**config.mk**
```make
export PLATFORM = sky130hd
export DESIGN_NAME = regfile_wb_ctrl_flat
export DESIGN_NICKNAME = d
export VERILOG_FILES = /design/src/rtl/isa_defs_pkg.sv /design/src/rtl/regfile_wb_ctrl_if.sv /design/src/rtl/regfile_wb_arb2.sv /design/src/rtl/regfile_wb_ctrl.sv /design/src/flat_wrapper.sv
export SDC_FILE = /design/constraint.sdc
export NUM_CORES = 1
export LEC_CHECK = 0
export ABC_AREA = 1
export BUFFER_PORTS_ARGS = -buffer_cell sky130_fd_sc_hd__buf_2
export CAP_MARGIN = 40
export CORE_ASPECT_RATIO = 0.75
export CORE_UTILIZATION = 45
export DETAILED_ROUTE_END_ITERATION = 8
export PLACE_DENSITY = 0.79
export SYNTH_ARGS = -nofsm -noshare
export SYNTH_HDL_FRONTEND = slang
export SYNTH_HIERARCHICAL = 1
export SYNTH_SLANG_ARGS = --single-unit
```
**constraint.sdc**
```tcl
create_clock -name i_clk -period 3.5 [get_ports i_clk]
set_input_delay 0.7 -clock i_clk [delete_from_list [all_inputs] [get_ports i_clk]]
set_output_delay 0.7 -clock i_clk [all_outputs]
set_load 0.05 [all_outputs]
```
**src/rtl/isa_defs_pkg.sv**
```systemverilog
// Shared ISA-level constants and writeback types for the integer register file.
package isa_defs_pkg;

  localparam int unsigned REG_ADDR_W = 3;
  localparam int unsigned REG_COUNT  = 1 << REG_ADDR_W;

  typedef enum logic {WB_SRC_ALU, WB_SRC_LSU} wb_src_e;

endpackage

```
**src/rtl/regfile_wb_ctrl_if.sv**
```systemverilog
// Issue, hazard-query, ALU/LSU result and regfile write-port signals of the writeback controller.
interface regfile_wb_ctrl_if
  import isa_defs_pkg::*;
#(
  parameter int unsigned DATA_W = 32
);
  logic                  iss_valid;
  logic [REG_ADDR_W-1:0] iss_rd;
  logic                  iss_ready;
  logic [REG_ADDR_W-1:0] q_rs1;
  logic [REG_ADDR_W-1:0] q_rs2;
  logic                  rs1_busy;
  logic                  rs2_busy;
  logic                  alu_valid;
  logic                  alu_ready;
  logic [REG_ADDR_W-1:0] alu_rd;
  logic [DATA_W-1:0]     alu_data;
  logic                  lsu_valid;
  logic                  lsu_ready;
  logic [REG_ADDR_W-1:0] lsu_rd;
  logic [DATA_W-1:0]     lsu_data;
  logic                  rf_we;
  logic [REG_ADDR_W-1:0] rf_rd_addr;
  logic [DATA_W-1:0]     rf_rd_data;

  modport master (
    output iss_valid, iss_rd, q_rs1, q_rs2,
    output alu_valid, alu_rd, alu_data, lsu_valid, lsu_rd, lsu_data,
    input  iss_ready, rs1_busy, rs2_busy, alu_ready, lsu_ready,
    input  rf_we, rf_rd_addr, rf_rd_data
  );

  modport slave (
    input  iss_valid, iss_rd, q_rs1, q_rs2,
    input  alu_valid, alu_rd, alu_data, lsu_valid, lsu_rd, lsu_data,
    output iss_ready, rs1_busy, rs2_busy, alu_ready, lsu_ready,
    output rf_we, rf_rd_addr, rf_rd_data
  );

endinterface

```
**src/rtl/regfile_wb_arb2.sv**
```systemverilog
// Two-way ALU/LSU arbiter: round-robin or fixed LSU priority, tracks the last granted source.
module regfile_wb_arb2
  import isa_defs_pkg::*;
#(
  parameter bit RR_ARB = 1'b1
) (
  input  logic    i_clk,
  input  logic    i_rst,
  input  logic    i_alu_valid,
  input  logic    i_lsu_valid,
  output logic    o_alu_gnt,
  output logic    o_lsu_gnt,
  output wb_src_e o_last_grant
);

  wb_src_e r_last;
  wb_src_e w_last_d;
  logic    w_lsu_pref;

  // On conflict the LSU wins unless round-robin says the LSU went last.
  assign w_lsu_pref = (RR_ARB == 1'b0) || (r_last == WB_SRC_ALU);
  assign o_lsu_gnt  = i_lsu_valid && (!i_alu_valid || w_lsu_pref);
  assign o_alu_gnt  = i_alu_valid && !o_lsu_gnt;

  always_comb begin
    w_last_d = r_last;
    if (o_lsu_gnt) begin
      w_last_d = WB_SRC_LSU;
    end else if (o_alu_gnt) begin
      w_last_d = WB_SRC_ALU;
    end
  end

  always_ff @(posedge i_clk or posedge i_rst) begin
    if (i_rst) begin
      r_last <= WB_SRC_ALU;
    end else begin
      r_last <= w_last_d;
    end
  end

  assign o_last_grant = r_last;

endmodule

```
**src/rtl/regfile_wb_ctrl.sv**
```systemverilog
// Regfile write-side controller: pending-write scoreboard, ALU/LSU merge, registered write stage.
module regfile_wb_ctrl
  import isa_defs_pkg::*;
#(
  parameter int unsigned DATA_W = 32,
  parameter bit          RR_ARB = 1'b1
) (
  input  logic                 i_clk,
  input  logic                 i_rst,
  regfile_wb_ctrl_if.slave     bus,
  output logic [REG_COUNT-1:0] o_busy_vec,
  output logic                 o_wb_err,
  output logic [31:0]          o_wb_count
);

  logic [REG_COUNT-1:0]  r_busy;
  logic [REG_COUNT-1:0]  w_busy_d;
  logic                  r_we;
  logic [REG_ADDR_W-1:0] r_addr;
  logic [DATA_W-1:0]     r_data;
  logic                  r_err;
  logic [31:0]           r_count;

  logic                  w_alu_gnt;
  logic                  w_lsu_gnt;
  wb_src_e               w_last_grant;
  logic                  w_accept;
  logic [REG_ADDR_W-1:0] w_acc_rd;
  logic [DATA_W-1:0]     w_acc_data;
  logic                  w_acc_write;
  logic                  w_iss_fire;

  regfile_wb_arb2 #(
    .RR_ARB (RR_ARB)
  ) u_arb (
    .i_clk        (i_clk),
    .i_rst        (i_rst),
    .i_alu_valid  (bus.alu_valid),
    .i_lsu_valid  (bus.lsu_valid),
    .o_alu_gnt    (w_alu_gnt),
    .o_lsu_gnt    (w_lsu_gnt),
    .o_last_grant (w_last_grant)
  );

  assign bus.alu_ready = w_alu_gnt;
  assign bus.lsu_ready = w_lsu_gnt;

  assign w_accept    = w_alu_gnt || w_lsu_gnt;
  assign w_acc_rd    = w_lsu_gnt ? bus.lsu_rd : bus.alu_rd;
  assign w_acc_data  = w_lsu_gnt ? bus.lsu_data : bus.alu_data;
  assign w_acc_write = w_accept && (w_acc_rd != '0);

  assign bus.iss_ready = !r_busy[bus.iss_rd] || (bus.iss_rd == '0);
  assign w_iss_fire    = bus.iss_valid && bus.iss_ready && (bus.iss_rd != '0);
  assign bus.rs1_busy  = r_busy[bus.q_rs1] && (bus.q_rs1 != '0);
  assign bus.rs2_busy  = r_busy[bus.q_rs2] && (bus.q_rs2 != '0);

  // Issue checks the pre-clear bit, so a set never lands on the register being cleared.
  always_comb begin
    w_busy_d = r_busy;
    if (r_we) begin
      w_busy_d[r_addr] = 1'b0;
    end
    if (w_iss_fire) begin
      w_busy_d[bus.iss_rd] = 1'b1;
    end
  end

  always_ff @(posedge i_clk or posedge i_rst) begin
    if (i_rst) begin
      r_busy  <= '0;
      r_we    <= 1'b0;
      r_addr  <= '0;
      r_data  <= '0;
      r_err   <= 1'b0;
      r_count <= '0;
    end else begin
      r_busy <= w_busy_d;
      r_we   <= w_acc_write;
      if (w_acc_write) begin
        r_addr <= w_acc_rd;
        r_data <= w_acc_data;
        if (!r_busy[w_acc_rd]) begin
          r_err <= 1'b1;
        end
      end
      if (r_we) begin
        r_count <= r_count + 32'd1;
      end
    end
  end

  assign bus.rf_we      = r_we;
  assign bus.rf_rd_addr = r_addr;
  assign bus.rf_rd_data = r_data;
  assign o_busy_vec     = r_busy;
  assign o_wb_err       = r_err;
  assign o_wb_count     = r_count;

endmodule

```
**src/flat_wrapper.sv**
```systemverilog
// flat-port wrapper written by rule: the top's interface ports become plain ports
module regfile_wb_ctrl_flat import isa_defs_pkg::*;
#(
  parameter int unsigned DATA_W = 32,
  parameter bit          RR_ARB = 1'b1
)
  (i_clk, i_rst, o_busy_vec, o_wb_err, o_wb_count, bus_iss_valid, bus_iss_rd, bus_q_rs1, bus_q_rs2, bus_alu_valid, bus_alu_rd, bus_alu_data, bus_lsu_valid, bus_lsu_rd, bus_lsu_data, bus_iss_ready, bus_rs1_busy, bus_rs2_busy, bus_alu_ready, bus_lsu_ready, bus_rf_we, bus_rf_rd_addr, bus_rf_rd_data);
  regfile_wb_ctrl_if #(.DATA_W(DATA_W)) bus_i ();
  input  logic i_clk;
  input  logic i_rst;
  output logic [REG_COUNT-1:0] o_busy_vec;
  output logic o_wb_err;
  output logic [31:0] o_wb_count;
  input wire logic [$bits(bus_i.iss_valid)-1:0] bus_iss_valid;
  input wire logic [$bits(bus_i.iss_rd)-1:0] bus_iss_rd;
  input wire logic [$bits(bus_i.q_rs1)-1:0] bus_q_rs1;
  input wire logic [$bits(bus_i.q_rs2)-1:0] bus_q_rs2;
  input wire logic [$bits(bus_i.alu_valid)-1:0] bus_alu_valid;
  input wire logic [$bits(bus_i.alu_rd)-1:0] bus_alu_rd;
  input wire logic [$bits(bus_i.alu_data)-1:0] bus_alu_data;
  input wire logic [$bits(bus_i.lsu_valid)-1:0] bus_lsu_valid;
  input wire logic [$bits(bus_i.lsu_rd)-1:0] bus_lsu_rd;
  input wire logic [$bits(bus_i.lsu_data)-1:0] bus_lsu_data;
  output wire logic [$bits(bus_i.iss_ready)-1:0] bus_iss_ready;
  output wire logic [$bits(bus_i.rs1_busy)-1:0] bus_rs1_busy;
  output wire logic [$bits(bus_i.rs2_busy)-1:0] bus_rs2_busy;
  output wire logic [$bits(bus_i.alu_ready)-1:0] bus_alu_ready;
  output wire logic [$bits(bus_i.lsu_ready)-1:0] bus_lsu_ready;
  output wire logic [$bits(bus_i.rf_we)-1:0] bus_rf_we;
  output wire logic [$bits(bus_i.rf_rd_addr)-1:0] bus_rf_rd_addr;
  output wire logic [$bits(bus_i.rf_rd_data)-1:0] bus_rf_rd_data;
  assign bus_i.iss_valid = bus_iss_valid;
  assign bus_i.iss_rd = bus_iss_rd;
  assign bus_i.q_rs1 = bus_q_rs1;
  assign bus_i.q_rs2 = bus_q_rs2;
  assign bus_i.alu_valid = bus_alu_valid;
  assign bus_i.alu_rd = bus_alu_rd;
  assign bus_i.alu_data = bus_alu_data;
  assign bus_i.lsu_valid = bus_lsu_valid;
  assign bus_i.lsu_rd = bus_lsu_rd;
  assign bus_i.lsu_data = bus_lsu_data;
  assign bus_iss_ready = bus_i.iss_ready;
  assign bus_rs1_busy = bus_i.rs1_busy;
  assign bus_rs2_busy = bus_i.rs2_busy;
  assign bus_alu_ready = bus_i.alu_ready;
  assign bus_lsu_ready = bus_i.lsu_ready;
  assign bus_rf_we = bus_i.rf_we;
  assign bus_rf_rd_addr = bus_i.rf_rd_addr;
  assign bus_rf_rd_data = bus_i.rf_rd_data;
  regfile_wb_ctrl #(.DATA_W(DATA_W), .RR_ARB(RR_ARB)) u_core (.i_clk(i_clk), .i_rst(i_rst), .bus(bus_i), .o_busy_vec(o_busy_vec), .o_wb_err(o_wb_err), .o_wb_count(o_wb_count));
endmodule
```
==> metrics.cfg <==
[run_status]
outcome=completed

[timing]
drv_slew=0
tightest_slew_ps=655
finalHoldViolations=0
setup_viol=0
grt_setup_unrepaired=false
period_needed_ps=2690
fmax_mhz=371
slew-limit-headroom_pct=56.2
min_period_over_period_pct=76.9
clock_skew_ps=8.08
finalSetupTns_ps=0

[logic_synthesis]
synth.distinct_cells=30
syn_area_um2=4370
synth-edff-count=0
async_reset_ff_share_pct=100
netlist.area_leader.share_pct=44.6
yosysMostFrequentCell=nand2_1
synth_area_leaders=dfrtp_1 (45%), nand2_1 (12%), mux2_2 (8.2%), inv_1 (6.9%), nor2_1 (3.9%)
synth_top_area_cell=dfrtp_1
synthFlopType=dfrtp_1
ys_ff_latch=78
synth_cells=541
synth_common_cells=nand2_1 (141), inv_1 (80), dfrtp_1 (78)
synth.yosys.warnings=6
syn_avg_cell_area_um2=8.08
synth_nets=626
synth_seq_area_share_pct=44.6

[drt]
post-route-drc-count=0
wl_mm=11.0
vias=4170
dr.pass1.iters=5
wl_per_cell_um=13.0
postRouteAntennaNets=0
drtIter0Drc=311
vias_per_cell=4.96

[critical_path]
critPathKind=input pin to output pin
cp-end-kind=output pin
path_max_fanout=8
start_kind=input pin
critPathArrivalTime_ps=1990
cp_data_required_time_ps=2800

[clocking]
cts-root-buf=clkbuf_16
clockBufferDepth=2
cts_tree=yes
ctsResizeCount=0
clock_sinks=78
hold_buffers=0
cts_buffers=9
htreeDepth=3
post_cts_buffers=0
clk_latency_ps=320
clkSlewWorstSetupHoldPaths_ps=60

[power]
powerDensity_nw_per_um2=636
switchingPower_w=0.00158
switching_share_pct=44.2
seqPwrFrac_pct=34.8
combPwrFrac_pct=39.5
p_int_w=0.00199
max-vdd-ir-drop_v=0.000382
power.share.clock_pct=25.7
leakage_nw=3.02

[final_layout]
final_nets=792
n_fill_cell=819
utilization_pct=60.7
drive_above_1_share_pct=34.0
syn2layout_area_growth_pct=28.2
num_antenna_cells=0

[floorplanning]
die-area_um2=10100
coreArea_um2=9230
rows=30
die_h_um=87.4
chipWidth_um=116
initial_core_util_pct=47.3
io_pins=166

[place]
gp_congestion=0.939
port_buffers=165
hpwl_mm=8.57

[global_route]
grt_first_pass_wirelength_mm=18.1
grt_usage_pct=23.0
overflow=0
grt_max_degree=65
grt_pass1_vias=3891
antenna_found_initial=0

[hold_path]
min_path_type=input pin to asynchronous set/reset pin

[flow_run]
max-cap-violations=0

==> power groups by stage <==
stage	Combinational, W	Sequential [W]	Clock, W
after floorplan	0.000499	0.00180	0
after global placement	0.00139	0.00125	0
after detailed placement	0.00141	0.00125	0
after CTS	0.00141	0.00124	0.000944
after global routing	0.00151	0.00127	0.000987
final	0.00141	0.00124	0.000916
==> metrics by stage <==
stage                     power, W  hold slack [ps]  setup WS (ps)  instances  area, µm²
after global placement     0.00264              475            919        824       5300
after global routing       0.00376              211            614        840       5610
final                      0.00357              222            808        840       5610
after floorplan            0.00230              429            833        541       4370
after detailed placement   0.00267              483            833        824       5300
after CTS                  0.00360              205            838        840       5610
==> cell type report <==
type                       instances  area, µm²  share of cell area [%]
multi-input combinational        364       2010                    35.8
inverter                          86        323                    5.76
timing repair buffer             168        861                    15.4
clock inverter                     5       58.8                    1.05
sequential                        78       1950                    34.8
clock buffer                      11        243                    4.33
tap                              128        160                    2.86
==> cell families after synthesis <==
group	after synthesis	synth area share (%)
fa+ha+maj	1	0.286
simple gates	246	23.8
xor+xnor	23	4.61
mux	32	8.24
compound gates	62	8.96
flops	78	44.6
buf+inv	99	9.42
==> layer usage <==
| layer | share of wire, % | wire length [µm] | track usage [%] |
|---|---|---|---|
| met1 | 47 | 5140 | 31.3 |
| met2 | 46 | 5040 | 36.8 |
| met3 | 6.0 | 657 | 4.45 |
| met4 | 1.1 | 117 | 7.46 |
| met5 | 0 | 0 | 0 |
==> worst paths after layout <==
path                                            from                         to  slack (ps)  depth (start not counted)
min reg2reg                    u_core/o_wb_count[31]      u_core/o_wb_count[31]         490                          2
max reg2reg                u_core/u_arb/o_last_grant  u_core/bus.rf_rd_data[27]        1270                         10
min in group i_clk             u_core/o_wb_count[31]      u_core/o_wb_count[31]         490                          2
max                                    bus_iss_rd[0]              bus_iss_ready         810                          9
min                                            i_rst  u_core/u_arb/o_last_grant         220                          2
max in group asynchronous                      i_rst   u_core/bus.rf_rd_addr[1]        2330                          3
==> registers in the layout, summed over array words and instances (netlist names) <==
register	cells
u_core/u_arb/o_last_grant	1
u_core/o_wb_count	32
u_core/o_wb_err	1
u_core/bus.rf_rd_addr	3
u_core/bus.rf_rd_data	32
u_core/bus.rf_we	1
u_core/o_busy_vec	8
==> cell usage in the layout, fill, tap and decap left out, types with 2 or more instances in the layout <==
master / instances
o21ai_0: 13
inv_2: 6
buf_2: 165
buf_4: 2
o21ai_1: 23
clkinvlp_4: 2
clkbuf_16: 9
dfrtp_1: 78
nand3b_1: 3
o21ai_2: 17
nand2_1: 141
nand3_1: 30
nand4_1: 17
xnor2_1: 10
a21oi_1: 2
xor2_1: 13
mux2_2: 32
o211ai_1: 4
nor3_1: 5
nor2_1: 45
inv_1: 79
==> worst max-delay path: stages <==
cell,delay (ps)
buf_2,140
inv_2,100
nand2_1,70
nand3_1,70
o21ai_0,80
nor2_1,380
nand2_1,90
o21ai_1,90
buf_2,270
(Power assumes the default switching activity.)
